$ cat src/rtl/axi4_pkg.sv
// axi4_pkg: AXI4 burst/size field widths and burst type encodings
package axi4_pkg;
  localparam int BURST_BITS = 2;
  localparam int SIZE_BITS = 3;
  localparam logic [BURST_BITS-1:0] BURST_FIXED = 2'd0;
  localparam logic [BURST_BITS-1:0] BURST_INCR = 2'd1;
  localparam logic [BURST_BITS-1:0] BURST_WRAP = 2'd2;
endpackage

$ cat src/rtl/dmac_read_pkg.sv
// dmac_read_pkg: read-path aligner FSM state encoding
package dmac_read_pkg;
  typedef enum logic [1:0] {IDLE, STREAM, FLUSH} rd_state_t;
endpackage

$ cat src/rtl/dmac_byte_shifter.sv
// dmac_byte_shifter: shifts an R beat down by the byte offset and merges its low bytes above the residual
module dmac_byte_shifter #(
  parameter int DATA_WD = 32,
  localparam int STRB_WD = DATA_WD/8,
  localparam int OW = $clog2(STRB_WD)
) (
  input  logic [DATA_WD-1:0] beat,
  input  logic [DATA_WD-1:0] residual,
  input  logic [OW-1:0]      offset,
  output logic [DATA_WD-1:0] merged,
  output logic [DATA_WD-1:0] shifted,
  output logic [STRB_WD-1:0] strb
);
  logic [OW:0] cnt;
  always_comb begin
    cnt = (OW+1)'(STRB_WD) - {1'b0, offset};
    shifted = beat >> {offset, 3'b000};
    merged = residual | (beat << {cnt, 3'b000});
    strb = ~({STRB_WD{1'b1}} << cnt);
  end
endmodule

$ cat src/rtl/dmac_read_data_aligner.sv
// dmac_read_data_aligner: repacks AXI R beats to a lane-0-aligned stream; DMAC_RD_ALIGN_RESP_EN adds r_resp/rd_data_err
module dmac_read_data_aligner
  import axi4_pkg::*;
  import dmac_read_pkg::*;
#(
  parameter int ADDR_WD = 32,
  parameter int DATA_WD = 32,
  localparam int STRB_WD = DATA_WD/8,
  localparam int OW = $clog2(STRB_WD)
) (
  input  logic                          clk,
  input  logic                          rst,
  input  logic                          rd_cmd_valid,
  output logic                          rd_cmd_ready,
  input  logic [BURST_BITS-1:0]         rd_cmd_burst,
  input  logic [SIZE_BITS-1:0]          rd_cmd_size,
  input  logic [$clog2(ADDR_WD/8)-1:0]  rd_cmd_data_offset,
  input  logic                          r_valid,
  input  logic                          r_last,
  output logic                          r_ready,
  input  logic [DATA_WD-1:0]            r_data,
  output logic                          rd_data_valid,
  input  logic                          rd_data_ready,
  output logic [DATA_WD-1:0]            rd_data,
  output logic [STRB_WD-1:0]            rd_data_strb,
  output logic                          rd_data_last
`ifdef DMAC_RD_ALIGN_RESP_EN
  ,
  input  logic [1:0]                    r_resp,
  output logic                          rd_data_err
`endif
);
  rd_state_t state, nxt;
  logic [OW-1:0] off;
  logic [BURST_BITS-1:0] burst_q;
  logic [SIZE_BITS-1:0] size_q;
  logic seen, beat, pass, out_free, load, out_last, merge;
  logic [DATA_WD-1:0] res, merged, shifted, out_data;
  logic [STRB_WD-1:0] strb_part, out_strb;
  logic unused_ok;
  assign unused_ok = ^{size_q, rd_cmd_data_offset};
  dmac_byte_shifter #(.DATA_WD(DATA_WD)) u_shift (
    .beat(r_data), .residual(res), .offset(off),
    .merged(merged), .shifted(shifted), .strb(strb_part)
  );
  always_comb begin
    out_free = !rd_data_valid || rd_data_ready;
    pass = off == '0 || burst_q == BURST_FIXED;
    merge = !pass && seen;
    rd_cmd_ready = state == IDLE;
    r_ready = state == STREAM && out_free;
    beat = r_valid && r_ready;
    load = state == FLUSH ? out_free : beat && (pass || seen || r_last);
    out_data = state == FLUSH ? res : merge ? merged : shifted;
    out_strb = state == STREAM && merge ? '1 : strb_part;
    out_last = state == FLUSH || (r_last && !merge);
    nxt = state;
    if (state == IDLE && rd_cmd_valid) nxt = STREAM;
    if (state == FLUSH && out_free) nxt = IDLE;
    if (beat && r_last) nxt = merge ? FLUSH : IDLE;
  end
`ifdef DMAC_RD_ALIGN_RESP_EN
  logic res_err, out_err;
  assign out_err = state == FLUSH ? res_err : merge ? res_err | r_resp[1] : r_resp[1];
  always_ff @(posedge clk)
    if (rst) begin
      res_err <= 1'b0;
      rd_data_err <= 1'b0;
    end else begin
      if (beat && !pass) res_err <= r_resp[1];
      if (load) rd_data_err <= out_err;
    end
`endif
  always_ff @(posedge clk)
    if (rst) begin
      state <= IDLE;
      off <= '0;
      burst_q <= '0;
      size_q <= '0;
      seen <= 1'b0;
      res <= '0;
      rd_data_valid <= 1'b0;
      rd_data <= '0;
      rd_data_strb <= '0;
      rd_data_last <= 1'b0;
    end else begin
      state <= nxt;
      if (rd_cmd_valid && rd_cmd_ready) begin
        off <= rd_cmd_data_offset[OW-1:0];
        burst_q <= rd_cmd_burst;
        size_q <= rd_cmd_size;
        seen <= 1'b0;
      end
      if (beat) seen <= 1'b1;
      if (beat && !pass) res <= shifted;
      if (load) begin
        rd_data_valid <= 1'b1;
        rd_data <= out_data;
        rd_data_strb <= out_strb;
        rd_data_last <= out_last;
      end else if (rd_data_ready) rd_data_valid <= 1'b0;
    end
endmodule

$ cat config.mk
export PLATFORM = sky130hd
export DESIGN_NAME = dmac_read_data_aligner
export DESIGN_NICKNAME = d
export VERILOG_FILES = /design/src/rtl/axi4_pkg.sv /design/src/rtl/dmac_read_pkg.sv /design/src/rtl/dmac_byte_shifter.sv /design/src/rtl/dmac_read_data_aligner.sv
export SDC_FILE = /design/constraint.sdc
export NUM_CORES = 1
export LEC_CHECK = 0
export BUFFER_PORTS_ARGS = -buffer_cell sky130_fd_sc_hd__buf_2
export CORE_MARGIN = 4
export CORE_UTILIZATION = 60
export CTS_CLUSTER_DIAMETER = 50
export DETAILED_ROUTE_END_ITERATION = 12
export PLACE_DENSITY = 0.86
export SYNTH_ARGS = -nofsm -noshare
export SYNTH_HDL_FRONTEND = slang
export SYNTH_SLANG_ARGS = --single-unit
$ cat constraint.sdc
create_clock -name clk -period 7.5 [get_ports clk]
set_clock_uncertainty 0.2 [all_clocks]
set_input_delay 0.75 -clock clk [delete_from_list [all_inputs] [get_ports clk]]
set_output_delay 0.75 -clock clk [all_outputs]
set_load 0.01 [all_outputs]
# == Word-level counts from Yosys, hierarchy flattened ==
# Cells that the tools add are included.
# word_totals
register_bits,77
out_inout_bits,40
# op_classes
add_sub_neg,1
eq_ne,2
shift,3
mux,12
n_bitwise,2
reduce_logical,24
# op_table
operator,n
two-way mux 32 bit,2
bitwise OR 32 bit,1
left shift 32 x 6 -> 32 bit,1
right shift 32 x 5 -> 32 bit,1
logical AND 1 bit,10
two-way mux 2 bit,4
logical NOT 2 bit,3
logical OR 1 bit,5
two-way mux 1 bit,5
two-way mux 4 bit,1
inverter 4 bit,1
nonzero test 2 bit,2
left shift 4 x 3 -> 4 bit (first input constant),1
logical NOT 1 bit,3
nonzero test 3 bit,1
subtractor 3 x 2 -> 3 bit (first input constant),1
equality test 2 x 1 -> 1 bit (second input constant),1
equality test 2 bit (second input constant),1

# == Depth between registers and ports, before layout ==
# Gate-level depths: netlist of the first run.
# depth
word_depth,7
mapped_depth,12
depth_no_buf,6

# == Modules after synthesis ==
# A second synthesis of the first run with hierarchy kept.
# hier_totals
cells_unflattened,604
hier_area_um2,4961.0
# by_module_without_submodules
module,instances,cells_each,area_per_inst_um2,seq_area_each_um2
dmac_read_data_aligner,1,429,3583.4,1541.5
dmac_byte_shifter,1,175,1377.6,0.0

# == Worst setup path before layout of the first run ==
# No wires, ideal clock.
# synth_timing
path_type,reg2reg
from,register off[0]
to,register rd_data[26]
setup_time_ps,117
t_arrival_ps,2308
setup_slack_ps,4874
path_stages_with_launch,11
n_path_buf,5
synth_period_minus_slack_ps,2626
cell_sequence,dfxtp_1 -> buf_6 -> buf_8 -> inv_1 -> buf_2 -> ha_1 -> buf_2 -> buf_2 -> mux4_2 -> a211o_1 -> a32o_1
# synth_via
elab_chain_cells,6
word_cells_on_any_way,14
# synth_rtl
item,line_no,rtl
"start, declared",dmac_read_data_aligner.sv:34,logic [OW-1:0] off;
"start signal, assigned",dmac_read_data_aligner.sv:89,off <= rd_cmd_data_offset[OW-1:0];
branches (longest 6 deep; another with subtractor 3 x 2 -> 3 bit),-,
"end signal, assigned",dmac_read_data_aligner.sv:98,rd_data <= out_data;
"end, declared",dmac_read_data_aligner.sv:24,"output logic [DATA_WD-1:0] rd_data,"
# Parallel ways; which one is timed is not known.
# A chain may end at the register's enable or synchronous reset.

# == Worst setup path in the final report of the first run ==
# layout_timing
from,register off[0]
to,register rd_data[25]
# Same word-level chain as after synthesis.

==> out/results.ini, run 1 <==
[outcome]
outcome = complete, no violations

[critical_path]
cp_slowest_cell = ha_1
crit_required_ns = 7.54
cp.arrival_ns = 3.82
crit_chain = buf_4, inv_1, ha_1, mux4_2, a211o_1, a32o_1
worstSetupPathType = flop to flop
crit_family = adder cells
max_stage_delay_ns = 1.00
worstSetupStartpointType = flop
critPathMaxFanout = 61
cp-end-kind = flop
cp_num_buf_inv = 2

[logic_synthesis]
ys_seq_area_frac = 0.353
synth-async-reset-ratio = 0
synth_flop_cell = dfxtp_1
avgSynthCellArea_um2 = 8.51
synth_edf_count = 0
yosysWarnings = 0
synth_area_um2 = 4370
synth_cells = 514
synth_fp_nets = 563
ys_types = 47
ys_seq_elements = 77

[placed_design]
gp_congestion = 0.867
hpwlAfterDp_um = 8140
io_buffers = 81
place_inst = 657
post-place-ws_ns = 3.77
post_dp_cell_area_um2 = 4760

[global_routing]
grt_pass1_wl_um = 19800
antenna_found_initial = 0
track_usage = 0.287
gr-total-overflow = 0
grt_max_degree = 62
grt_pass1_vias = 3845

[clocking]
cts_tree = done
cts_resized = 0
hold_buffers = 0
cts_setup_buffers = 0
cts_buffers = 9
root_buffer = clkbuf_8
clk_latency_ns = 0.35
htreeDepth = 3
path_clk_slew_ns = 0.08
cts.sink_count = 77
clock_path_buffers = 2

[cells_and_area]
diodes = 0
syn_to_final_growth_pct = 13.6
drive_above_1_share = 0.243
layout_commonest_cell = nand2_1
nets = 621
final_cells = 673
design_area_um2 = 4970
most-common-layout-cells = nand2_1 (89), buf_2 (81), dfxtp_1 (76)
fin_util = 0.715

[flow_run]
max-cap-violations = 0

[die]
start_util = 0.630
die_x_um = 93.4
dieHeight_um = 93.4
rows = 30
core-area_um2 = 6940
fp.dieArea_um2 = 8720
ios = 85

[sta]
setup_viol = 0
maxSlewHeadroom = 0.206
period_share = 0.503
maxSlewViolCount = 0
hold_viol = 0
fin_ws_ns = 3.73
finalCriticalPeriod_ns = 3.77
whs_ns = 0.254
fmax_mhz = 265
rsz0062_at_grt = false
worst_pin_slew_ns = 1.19
fin_setup_tns_ns = 0

[routing]
drt_pass1_iterations = 4
drt_wl_total_um = 12200
ant_nets = 0
wire_per_inst_um = 18.1
drc_errors = 0
drt-vias-per-instance = 6.17
routed-via-count = 4153
drtIter0Drc = 437

[power]
power_uw = 948
p_leak_nw = 1.98
pwr_density_cell_nw_per_um2 = 191
ir_worst_vdd_mv = 0.122

[min_path]
min_path_type = flop to flop

[Yosys cell counts, types with 6 or more instances]
master / count / area [um2]
mux2_2: 8 / 90.1
a2bb2oi_1: 8 / 70.1
dfxtp_1: 77 / 1540
clkbuf_1: 17 / 63.8
a211oi_1: 20 / 150
a211o_1: 8 / 70.1
o32ai_1: 6 / 52.6
nor2_1: 37 / 139
nand2b_1: 12 / 75.1
nand2_1: 89 / 334
a32o_1: 16 / 160
a21oi_1: 49 / 245
a31oi_1: 8 / 50.1
inv_1: 35 / 131
o32ai_2: 10 / 163
o21ai_0: 10 / 50.1
nand3_1: 10 / 50.1
a311oi_1: 8 / 70.1
mux2i_1: 26 / 260
buf_2: 16 / 80.1
[logic make-up (layout without fill, tap and decap cells)]
kind of cell,after synthesis,after routing,synth area share
adders and majority gates,4,4,0.0114
DFF,77,77,0.353
AOI/OAI and AO/OA,153,153,0.272
and+or+nand+nor,163,163,0.165
buffers and inverters,75,138,0.0758
muxes,42,42,0.124
[routing by layer]
layer | vias up | global-route usage | wire length, um
met5 | - | 0 | 0
met4 | 0 | 0.0806 | 145
met3 | 15 | 0.0531 | 954
met2 | 179 | 0.437 | 5690
met1 | 1990 | 0.414 | 5390
li1 | 1969 | - | -
[final cells by class]
| type | instances | area, um2 |
|---|---|---|
| clock buffers | 13 | 169 |
| flip-flops and latches | 77 | 1540 |
| repair buffers | 87 | 450 |
| multi-input cells | 362 | 2510 |
| clock inverters | 3 | 42.5 |
| fillers | 562 | 1980 |
| well taps | 96 | 120 |
| inverters | 35 | 131 |
[worst reg2reg max path, cell delays in order (launching register included)]
cell and delay [ns]:
dfxtp_2 0.32, buf_4 0.49, inv_1 0.47, ha_1 1.00, mux4_2 0.64, a211o_1 0.32
a32o_1 0.24
[path summary, 6_finish.rpt]
check                                               start                        end  slack [ns]  cells after the start
worst max-delay path                  off[0]$_SDFFE_PP0P_   rd_data[25]$_SDFFE_PP0P_        3.73                      6
worst min-delay path            rd_data_last$_SDFFE_PP0P_  rd_data_last$_SDFFE_PP0P_        0.25                      2
worst max register to register        off[0]$_SDFFE_PP0P_   rd_data[25]$_SDFFE_PP0P_        3.73                      6
worst min register to register  rd_data_last$_SDFFE_PP0P_  rd_data_last$_SDFFE_PP0P_        0.25                      2
[power breakdown]
group | leakage (nW) | switching [mW] | internal, mW
logic | 1.25 | 0.112 | 0.0721
registers | 0.625 | 0.00836 | 0.423
clock network | 0.106 | 0.152 | 0.181
total | 1.98 | 0.272 | 0.675
[sequential cells by signal, indices dropped and copies added, names as in the netlist]
register       count
rd_data           32
state              2
seen               1
off                2
rd_data_valid      1
rd_data_strb       4
burst_q            2
res               32
rd_data_last       1
Power figures use the tool's default switching activity.
==> run 2: changes to the inputs <==
--- a/config.mk
+++ b/config.mk
@@ -7,10 +7,10 @@
 export LEC_CHECK = 0
 export BUFFER_PORTS_ARGS = -buffer_cell sky130_fd_sc_hd__buf_2
 export CORE_MARGIN = 4
-export CORE_UTILIZATION = 60
+export CORE_UTILIZATION = 50
 export CTS_CLUSTER_DIAMETER = 50
 export DETAILED_ROUTE_END_ITERATION = 12
-export PLACE_DENSITY = 0.86
+export PLACE_DENSITY = 0.76
 export SYNTH_ARGS = -nofsm -noshare
 export SYNTH_HDL_FRONTEND = slang
 export SYNTH_SLANG_ARGS = --single-unit
==> constraint.sdc (replaced) <==
create_clock -name clk -period 3 [get_ports clk]
set_clock_uncertainty 0.2 [all_clocks]
set_input_delay 0.3 -clock clk [delete_from_list [all_inputs] [get_ports clk]]
set_output_delay 0.3 -clock clk [all_outputs]
set_load 0.01 [all_outputs]
==> run 2 against run 1 <==
Effect of this change:
- design area grew 2.3%
- count of clock-buffer cells in the layout did not move
- die area is 18% higher
- sequential share of layout area down 0.70 points
- total power increased to 2.5 times the previous value
- largest power group unchanged
- critical endpoint is now rd_data[31]$_SDFFE_PP0P_
- largest cell class unchanged
- final cell count increased by 3.1%
==> out/results.ini, run 2 (synthesis results as in run 1) <==
[critical_path]
critPathMaxFanout = 16
ff2ff_path_depth = 6
cp-end-kind = flop
endpoint = rd_data[31]$_SDFFE_PP0P_
r2r-start = off[0]$_SDFFE_PP0P_
crit_required_ns = 3.04
crit_start = off[0]$_SDFFE_PP0P_
reg2reg_slack_ns = 0.51
cp.arrival_ns = 2.53
r2r-end = rd_data[31]$_SDFFE_PP0P_
worstSetupStartpointType = flop
worstSetupPathType = flop to flop

[die]
dieHeight_um = 102
rows = 33
ios = 85
fp.dieArea_um2 = 10300
start_util = 0.522
core-area_um2 = 8380
die_x_um = 102

[clocking]
htreeDepth = 3
cts_resized = 0
cts_buffers = 9
cts.sink_count = 77
cts_setup_buffers = 0
clock_path_buffers = 2
cts_tree = done
root_buffer = clkbuf_8
clk_latency_ns = 0.34
path_clk_slew_ns = 0.08

[routing]
wire_per_inst_um = 18.0
drtIter0Drc = 383
drt-vias-per-instance = 6.04
wl_met1_um = 5560
wl_met3_um = 1160
ant_nets = 0
drt_pass1_iterations = 5
drc_errors = 0
drt_wl_total_um = 12500
wl_met2_um = 5550
top_layer = met4
routed-via-count = 4190

[global_routing]
gr-total-overflow = 0
antenna_found_initial = 0
grt_pass1_wl_um = 20300
grt_max_degree = 61
track_usage = 0.250
grt_pass1_vias = 3948

[sta]
fmax_mhz = 402
rsz0062_at_grt = false
maxSlewHeadroom = 0.504
period_share = 0.830
finalCriticalPeriod_ns = 2.49
fin_setup_tns_ns = 0
maxSlewViolCount = 0
setup_viol = 0
worst_pin_slew_ns = 0.744
hold_viol = 0

[placed_design]
gp_congestion = 0.863
io_buffers = 81
hpwlAfterDp_um = 8670
post_dp_cell_area_um2 = 4820

[cells_and_area]
most-common-layout-cells = nand2_1 (89), buf_2 (81), dfxtp_1 (76)
nets = 633
drive_above_1_share = 0.250
syn_to_final_growth_pct = 16.2
design_area_um2 = 5080
layout_commonest_cell = nand2_1
multi_input_area_um2 = 2510
register_area_um2 = 1540
fill_cells = 749
diodes = 0
reg_top3 = rd_data: 32 flops, res: 32 flops, rd_data_strb: 4 flops

[power]
p_leak_nw = 2.03
pwr_density_cell_nw_per_um2 = 468
ir_worst_vdd_mv = 0.237

[min_path]
min_path_type = input pin to flop

[flow_run]
max-cap-violations = 0

[outcome]
outcome = complete, no violations

[run 2: how the worst min path moves through the flow]
stage / from / to / cells past startpoint
floorplan: r_last / state[0]$_SDFFE_PP0P_ / 1
global placement: res[18]$_SDFFE_PP0P_ / res[18]$_SDFFE_PP0P_ / 2
detailed placement: res[16]$_SDFFE_PP0P_ / res[16]$_SDFFE_PP0P_ / 2
CTS: r_data[30] / res[30]$_SDFFE_PP0P_ / 3
global route: r_data[30] / res[30]$_SDFFE_PP0P_ / 3
finish: r_data[30] / res[30]$_SDFFE_PP0P_ / 3
[run 2: repair_timing]
| action | CTS | global route |
|---|---|---|
| hold buffers | 5 | 0 |
| endpoints found under the hold margin | 5 | 0 |
| endpoints found under the setup margin | 0 | 0 |
[run 2: worst max-delay path, stage by stage (launching register included)]
cell and delay (ns):
dfxtp_2 0.33, inv_1 0.08, ha_1 0.57, buf_4 0.29, mux4_1 0.34, a211o_1 0.32, a32o_1 0.25
[run 2: cell type report]
cell class	instances	share of cell area
clock buffers	13	0.0332
clock inverters	3	0.00837
inverters	35	0.0258
multi-input cells	362	0.494
flip-flops and latches	77	0.304
well taps	105	0.0258
repair buffers	99	0.109
[run 2: power breakdown]
part	switching [mW]	total, mW	internal (mW)
combinational	0.282	0.473	0.191
clock	0.373	0.826	0.452
sequential	0.0217	1.08	1.06
[run 2: per-stage QoR]
step	util	power (mW)	setup slack (ns)	std cells	hold slack (ns)
after global placement	0.575	1.55	0.585	673	0.241
after global routing	0.606	2.48	0.409	694	0.0401
final	0.606	2.38	0.511	694	0.0573
after detailed placement	0.575	1.56	0.528	673	0.247
after floorplan	-	1.41	0.374	514	0.190
after CTS	0.606	2.39	0.519	694	0.0449
[run 2: per-layer routing]
metal,global-route usage,up-vias
met1,0.359,1978
met2,0.373,204
met3,0.0448,16
met5,0,-
met4,0.0961,0
li1,-,1992
